<file path="src/rtl/serial_word_feeder.sv">
// Parallel-to-serial word source: loads a word on start and presents it one bit
// per DIV enabled cycles on ser_out, strobing sh_en once per bit for a downstream shifter.
module serial_word_feeder #(
   parameter int WIDTH     = 4,
   parameter int DIV       = 4,
   parameter bit MSB_FIRST = 1'b1
) (
   input  logic                         clk,
   input  logic                         reset,
   input  logic                         clk_en,
   input  logic                         start,
   input  logic [WIDTH-1:0]             data_in,
   output logic                         busy,
   output logic                         ser_out,
   output logic                         sh_en,
   output logic                         done,
   output logic [$clog2(WIDTH+1)-1:0]   bit_cnt
);

   localparam int BW = $clog2(WIDTH + 1);
   localparam int DW = (DIV > 1) ? $clog2(DIV) : 1;
   localparam logic [DW-1:0] DIV_LAST = DW'(DIV - 1);
   localparam logic [BW-1:0] BIT_LAST = BW'(WIDTH - 1);

   typedef enum logic [1:0] {
      IDLE,
      SHIFT,
      DONE
   } state_t;

   state_t           state;
   state_t           state_next;
   logic [WIDTH-1:0] shreg;
   logic [DW-1:0]    div_cnt;
   logic             accept;

   always_ff @(posedge clk) begin
      // NOTE: sequential state uses non-blocking assignments so every register samples pre-edge values.
      if (reset) state <= IDLE;
      else       state <= state_next;
   end

   always_comb begin
      // NOTE: every output gets a default first so no path through the case infers a latch.
      state_next = state;
      accept     = 1'b0;
      busy       = 1'b0;
      ser_out    = 1'b0;
      sh_en      = 1'b0;
      done       = 1'b0;
      case (state)
         IDLE: begin
            if (start && clk_en) begin
               accept     = 1'b1;
               state_next = SHIFT;
            end
         end
         SHIFT: begin
            busy    = 1'b1;
            ser_out = MSB_FIRST ? shreg[WIDTH-1] : shreg[0];
            sh_en   = clk_en && (div_cnt == DIV_LAST);
            if (sh_en && (bit_cnt == BIT_LAST)) state_next = DONE;
         end
         DONE: begin
            busy = 1'b1;
            done = clk_en;
            if (clk_en) state_next = IDLE;
         end
         default: state_next = IDLE;
      endcase
   end

   // Datapath only moves on accept, a strobe, or an enabled SHIFT cycle.
   always_ff @(posedge clk) begin
      if (reset) begin
         shreg   <= '0;
         div_cnt <= '0;
         bit_cnt <= '0;
      end else if (accept) begin
         shreg   <= data_in;
         div_cnt <= '0;
         bit_cnt <= '0;
      end else if (sh_en) begin
         shreg   <= MSB_FIRST ? (shreg << 1) : (shreg >> 1);
         div_cnt <= '0;
         bit_cnt <= bit_cnt + BW'(1);
      end else if (clk_en && (state == SHIFT)) begin
         div_cnt <= div_cnt + DW'(1);
      end
   end

endmodule

</file>
<file path="config.mk">
export PLATFORM = sky130hd
export DESIGN_NAME = serial_word_feeder
export DESIGN_NICKNAME = d
export VERILOG_FILES = /design/src/rtl/serial_word_feeder.sv
export SDC_FILE = /design/constraint.sdc
export NUM_CORES = 1
export LEC_CHECK = 0
export ABC_AREA = 1
export CAP_MARGIN = 10
export CORE_MARGIN = 3
export CORE_UTILIZATION = 42
export DETAILED_ROUTE_END_ITERATION = 6
export PLACE_DENSITY = 0.69
export SLEW_MARGIN = 25
export SYNTH_ARGS = -nofsm -noshare
export SYNTH_HDL_FRONTEND = slang
export SYNTH_SLANG_ARGS = --single-unit
</file>
<file path="constraint.sdc">
create_clock -name clk -period 3.5 [get_ports clk]
set_clock_uncertainty 0.2 [all_clocks]
set_input_delay 0.35 -clock clk [delete_from_list [all_inputs] [get_ports clk]]
set_output_delay 0.35 -clock clk [all_outputs]
set_load 0.01 [all_outputs]
</file>
# Yosys cells after proc, flatten, opt, wreduce, memory -nomap -nowiden
# Cells that the tools add are included.
# word_totals
mem_bits_ro	0
mem_bits_rw	0
ff_bits	11
mem_count	0
latchBits	0
inputBits	8
output_inout_bits	7
word_cells	35
# op_classes
n_lt_le_gt_ge	0
shifts	0
reduce_logical	10
addsub	2
div_mod_pow	0
multipliers	0
n_bitwise	0
n_mux	12
eq_ne	7
# ops
operator	count
$mux 4	2
$mux 1	6
$mux 2	3
$ne 2x2->1 const B	3
$pmux 2 s3	1
$eq 2x2->1 const B	2
$logic_and 1x1->1	4
$reduce_or 2->1	2
$add 3x1->3 const B	1
$eq 3x2->1 const B	1
$reduce_and 3->1	1
$reduce_or 3->1	1
$add 2x1->2 const B	1
$eq 2x1->1 const B	1
$logic_not 2->1	1
$reduce_bool 2->1	1

# Depth between registers and ports, before layout
# Gate-level depths: netlist of the first run.
# logic_depth
ltp_word	5
ltp_mapped	8
mapped_depth_nobuf	8

# Worst setup path before layout of the first run
# OpenSTA, ideal clock, no wires.
# synth_timing
path_type	register -> output
from	register state[1]
to	output port sh_en
path_stages_with_launch	5
setup_slack_ns	2.079
path_buffers	0
arrival_time_ns	0.871
t_required_ns	2.950
path_cell_list	dfxtp_1 -> inv_1 -> ha_1 -> nand3_4 -> inv_2
# synth_between
elab_chain_cells	2
# synth_rtl
element	line	text
start, declared	31	state_t state;
start signal, assigned	40	else state <= state_next;
$eq 2x1->1	51	case (state)
$mux 1	51	
end, declared	15	output logic sh_en,
# Every way passes these cells.

# Worst setup path in the final report of the first run
# layout_timing
from	input port clk_en
to	output port sh_en
# layout_between
elab_chain_cells	2
# layout_rtl
element	line	text
start, declared	10	input logic clk_en,
$logic_and 1x1->1	61	sh_en = clk_en && (div_cnt == DIV_LAST);
$mux 1	51	
# Every way passes these cells.

==> flow_metrics.py, run 1 <==
metrics = {
    "outcome": {
        "outcome": "completed",
    },
    "synth": {
        "ys_types": 16,
        "synth-seq-cells": 11,
        "synth.net_count": 100,
        "syn_inst": 85,
        "netlist_area_um2": 644,
        "synth_area_per_cell_um2": 7.58,
        "ys_warn_count": 0,
        "seq_area_frac_synth_pct": 34.2,
    },
    "placed_design": {
        "io_buffers": 14,
        "place_congestion": 0.751,
        "hpwl_um": 935,
        "dp.cells": 113,
    },
    "routing": {
        "ant_nets": 0,
        "drtPass1Iterations": 3,
        "wl_per_cell_um": 9.79,
        "wl_mm": 1.15,
        "vias": 544,
        "vias_per_cell": 4.65,
        "drt_first_iter_violations": 11,
        "drc_errors": 0,
    },
    "clocking": {
        "cts_root_buf": "clkbuf_4",
        "clk_latency_ps": 270,
        "holdBufCountCts": 0,
        "cts_max_level": 1,
        "postCtsSetupBuffers": 0,
        "clkTransAtPathRegs_ps": 70,
        "cts_buffers": 3,
        "clock_sinks": 11,
        "cts_buffer_depth": 2,
        "ctsResizeCount": 0,
        "tritoncts": "done",
    },
    "grt": {
        "grtUsageTotal_pct": 13.9,
        "antenna_found_initial": 0,
        "grt_pass1_wl_mm": 2.01,
        "grt_pass1_vias": 473,
        "grt.overflow.total": 0,
        "grt_start_max_net_pins": 9,
    },
    "floorplanning": {
        "rows": 13,
        "core-area_um2": 1370,
        "ios": 15,
        "floorplan.initialDensity_pct": 47.2,
        "die_x_um": 45.2,
        "dieArea_um2": 2040,
        "fp.dieH_um": 45.2,
    },
    "worst_setup_path": {
        "cp-start-kind": "primary input",
        "cp_slowest_stage_delay_ps": 690,
        "crit_chain": "clkdlybuf4s50_1 > nand3_4 > inv_2 > clkdlybuf4s50_1",
        "cp_num_buf_inv": 3,
        "crit_type": "in -> out",
        "cp_common_cell": "clkdlybuf4s50_1",
        "worstPathRequired_ps": 2950,
        "critPathMaxFanout": 8,
        "critical_path.top_delay_family": "buffers and inverters",
        "endpoint_kind": "primary output",
        "r2r_slack_ps": 2030,
        "critPathArrivalTime_ps": 1860,
        "crit_path_top_delay_cell": "clkdlybuf4s50_1",
    },
    "hold_path": {
        "hp-class": "reg -> reg",
    },
    "finish": {
        "stdcell_count": 117,
        "antenna_cells": 0,
        "syn_to_final_growth_pct": 27.2,
        "fin_nets": 118,
        "drive_gt1_share_pct": 13.7,
        "final_common_cell": "nand2_1",
        "final_cell_mix": "nand2_1 (25), clkdlybuf4s50_1 (14), nand3_1 (11), dfxtp_1 (11), inv_1 (10)",
    },
    "pwr": {
        "p_per_area_nw_per_um2": 369,
        "peakVddDrop_mv": 0.249,
        "leakage_nw": 0.389,
    },
    "timing": {
        "min_period_ps": 2410,
        "finalSetupViolCount": 0,
        "tightest_slew_ps": 365,
        "max_freq_mhz": 414,
        "drv_slew": 0,
        "slew_headroom_pct": 75.6,
        "tns_ps": 0,
        "rsz0062_at_grt": "no",
        "hold_viol": 0,
        "fin_crit_sh_pct": 69.0,
    },
    "run": {
        "cap_viol_max_count": 0,
    },
}
power by group:
part	internal [mW]	switching, mW
sequential	0.132	0.00532
clock	0.0423	0.0431
combinational	0.0358	0.0437
synthesized netlist by cell type (all sizes together):
master | instances | area, µm²
nand2 | 26 | 100
o21ai | 3 | 15.0
buf | 1 | 11.3
nor2 | 4 | 22.5
inv | 14 | 52.6
xor2 | 2 | 17.5
a21oi | 4 | 27.5
ha | 7 | 87.6
dfxtp | 11 | 220
nand3 | 13 | 90.1
kinds of logic (layout without fill, tap and decap cells):
kind of cell	Yosys count	after routing	share of synthesized area, %
buf+inv	15	32	9.90
simple gates	43	43	33.0
flops	11	11	34.2
compound gates	7	7	6.60
fa+ha+maj	7	7	13.6
xor+xnor	2	2	2.72
metal layers:
metal	part of all wire [%]	global-route usage [%]
met5	0	0
met1	50	18.1
met3	7.5	8.37
met4	1.1	7.02
met2	41	17.5
metrics by stage:
stage	util (%)	power (mW)	hold slack (ps)	cell area [µm²]	setup slack, ps
after global routing	60.0	0.324	286	820	994
final	60.0	0.303	255	820	1090
after floorplan	-	0.194	219	644	2080
after CTS	60.0	0.309	261	820	1070
after detailed placement	58.0	0.221	250	792	1080
after global placement	58.0	0.219	241	792	1080
sequential cells by signal (all words and copies together) (netlist names):
signal and cells:
shreg 4, bit_cnt 3, div_cnt 2, state 2
worst reg2reg max path, cell delays in order, from the launching register on:
cell and delay (ps):
dfxtp_1 350, inv_1 90, ha_1 260, nand3_4 140, nand2_2 90, nor2_4 130, inv_2 60, a21oi_2 80
layout make-up:
type	count	area (µm²)
clock buffers	3	22.5
multi-input cells	59	360
clock inverters	1	5.00
inverters	14	52.6
flip-flops and latches	11	220
fillers	127	547
well taps	15	18.8
repair buffers	14	140
final timing paths:
path	start	to	depth (start not counted)
setup / recovery	clk_en	sh_en	4
hold / removal	shreg[1]	shreg[1]	2
setup reg to reg	state[1]	div_cnt[1]	7
hold reg to reg	shreg[1]	shreg[1]	2
(Power assumes the default switching activity.)
==> run 2, diff against run 1 <==
==> constraint.sdc (replaced) <==
create_clock -name clk -period 2.3 [get_ports clk]
set_clock_uncertainty 0.2 [all_clocks]
set_input_delay 0.23 -clock clk [delete_from_list [all_inputs] [get_ports clk]]
set_output_delay 0.23 -clock clk [all_outputs]
set_load 0.01 [all_outputs]
==> run 2 against run 1 <==
  * Flip-flop and latch count unchanged
  * Via count increased by 1.3%
  * Non-clock buffer count increased by 1
  * Clock power increased by 52%
  * Register-to-register slack got worse by 1200 ps
  * Combinational power increased by 56%
  * Total power increased by 53%
  * Die area unchanged
  * Critical path type is now reg -> out
==> flow_metrics.py, run 2 (synthesized netlist as in run 1, its figures left out) <==
metrics = {
    "grt": {
        "grt_pass1_wl_mm": 2.04,
        "grt.overflow.total": 0,
        "antenna_found_initial": 0,
        "grtUsageTotal_pct": 13.7,
        "grt_start_max_net_pins": 9,
        "grt_pass1_vias": 487,
    },
    "clocking": {
        "tritoncts": "done",
        "cts_buffers": 3,
        "clk_latency_ps": 270,
        "cts_buffer_depth": 2,
        "clkTransAtPathRegs_ps": 70,
        "cts_root_buf": "clkbuf_4",
        "ctsResizeCount": 0,
        "postCtsSetupBuffers": 0,
        "holdBufCountCts": 0,
        "clock_sinks": 11,
        "cts_max_level": 1,
    },
    "timing": {
        "setup_slack_ps": 153,
        "fin_crit_sh_pct": 93.4,
        "tns_ps": 0,
        "max_freq_mhz": 466,
        "hold_viol": 0,
        "slew_headroom_pct": 84.9,
        "finalSetupViolCount": 0,
        "rsz0062_at_grt": "no",
        "drv_slew": 0,
        "min_period_ps": 2150,
        "tightest_slew_ps": 226,
    },
    "routing": {
        "wl_per_cell_um": 9.85,
        "wl_mm": 1.16,
        "vias": 551,
        "drtPass1Iterations": 4,
        "vias_per_cell": 4.67,
        "drt_first_iter_violations": 10,
        "ant_nets": 0,
        "drc_errors": 0,
    },
    "floorplanning": {
        "core-area_um2": 1370,
        "die_x_um": 45.2,
        "floorplan.initialDensity_pct": 47.2,
        "fp.dieH_um": 45.2,
        "ios": 15,
        "rows": 13,
        "dieArea_um2": 2040,
    },
    "worst_setup_path": {
        "crit_type": "reg -> out",
        "crit_path_top_delay_cell": "clkdlybuf4s50_1",
        "worstPathRequired_ps": 1870,
        "cp_num_buf_inv": 3,
        "cp_slowest_stage_delay_ps": 540,
        "critPathMaxFanout": 5,
        "endpoint_kind": "primary output",
        "cp-start-kind": "flip-flop",
        "critical_path.top_delay_family": "buffers and inverters",
        "crit_chain": "inv_1 > ha_2 > nand3_4 > inv_2 > clkdlybuf4s50_1",
        "critPathArrivalTime_ps": 1720,
    },
    "placed_design": {
        "dp_slack_ps": 303,
        "place_congestion": 0.754,
        "hpwl_um": 941,
        "io_buffers": 14,
    },
    "finish": {
        "syn_to_final_growth_pct": 28.5,
        "fillCellCount": 130,
        "antenna_cells": 0,
        "drive_gt1_share_pct": 14.6,
        "largest_register_ffs": 4,
        "regMostFlops": "shreg",
        "multiInputGateArea_um2": 363,
        "seq_area_um2": 220,
        "final_cell_mix": "nand2_1 (25), clkdlybuf4s50_1 (14), nand3_1 (11), dfxtp_1 (11), inv_1 (10)",
        "final_common_cell": "nand2_1",
        "reg.largest.list": "shreg: 4 flops, bit_cnt: 3 flops",
        "fin_nets": 119,
    },
    "hold_path": {
        "hp-class": "reg -> reg",
    },
    "run": {
        "cap_viol_max_count": 0,
    },
    "pwr": {
        "peakVddDrop_mv": 0.471,
        "p_per_area_nw_per_um2": 558,
        "leakage_nw": 0.390,
    },
    "outcome": {
        "outcome": "completed",
    },
}
[run 2: area by class of cell]
class / instances / area share, %
clock buffer: 4 / 3.17
multi-input combinational: 59 / 43.8
inverter: 14 / 6.34
timing repair buffer: 15 / 17.8
sequential: 11 / 26.6
tap: 15 / 2.27
[run 2: power by group]
part	switching, mW	internal [mW]
Clock	0.0627	0.0671
Combinational	0.0673	0.0563
Sequential	0.00769	0.201
Total	0.138	0.325
[run 2: per-layer routing]
layer	vias up	wire length, µm	part of all wire (%)	global-route usage (%)
li1	306	-	-	-
met1	231	576	50	19.1
met2	12	498	43	18.4
met4	0	2	0.17	3.51
met5	-	0	0	0
met3	2	85	7.3	7.17
[run 2: worst register-to-register path: stages, from the launching register on]
cell	delay (ps)
dfxtp_1	380
inv_1	80
ha_1	240
nand3_4	100
nand2_2	100
nor2_4	130
inv_2	50
a21oi_2	90
[run 2: worst paths after layout]
check / slack [ps] / start / cells after the start / to
worst max-delay path: 150 / state[1] / 5 / sh_en
worst min-delay path: 250 / shreg[1] / 2 / shreg[1]
worst min register to register: 250 / shreg[1] / 2 / shreg[1]
worst max register to register: 870 / state[0] / 7 / div_cnt[1]
[run 2: metrics by stage]
stage	hold WS [ps]	utilization, %	area, µm²	power (mW)	instances
6_report	255	60.6	828	0.463	118
5_1_grt	285	60.6	828	0.494	118
4_1_cts	260	60.4	826	0.469	118
3_5_place_dp	247	58.5	800	0.337	114
3_3_place_gp	241	58.5	800	0.336	114
2_1_floorplan	168	-	644	0.296	85
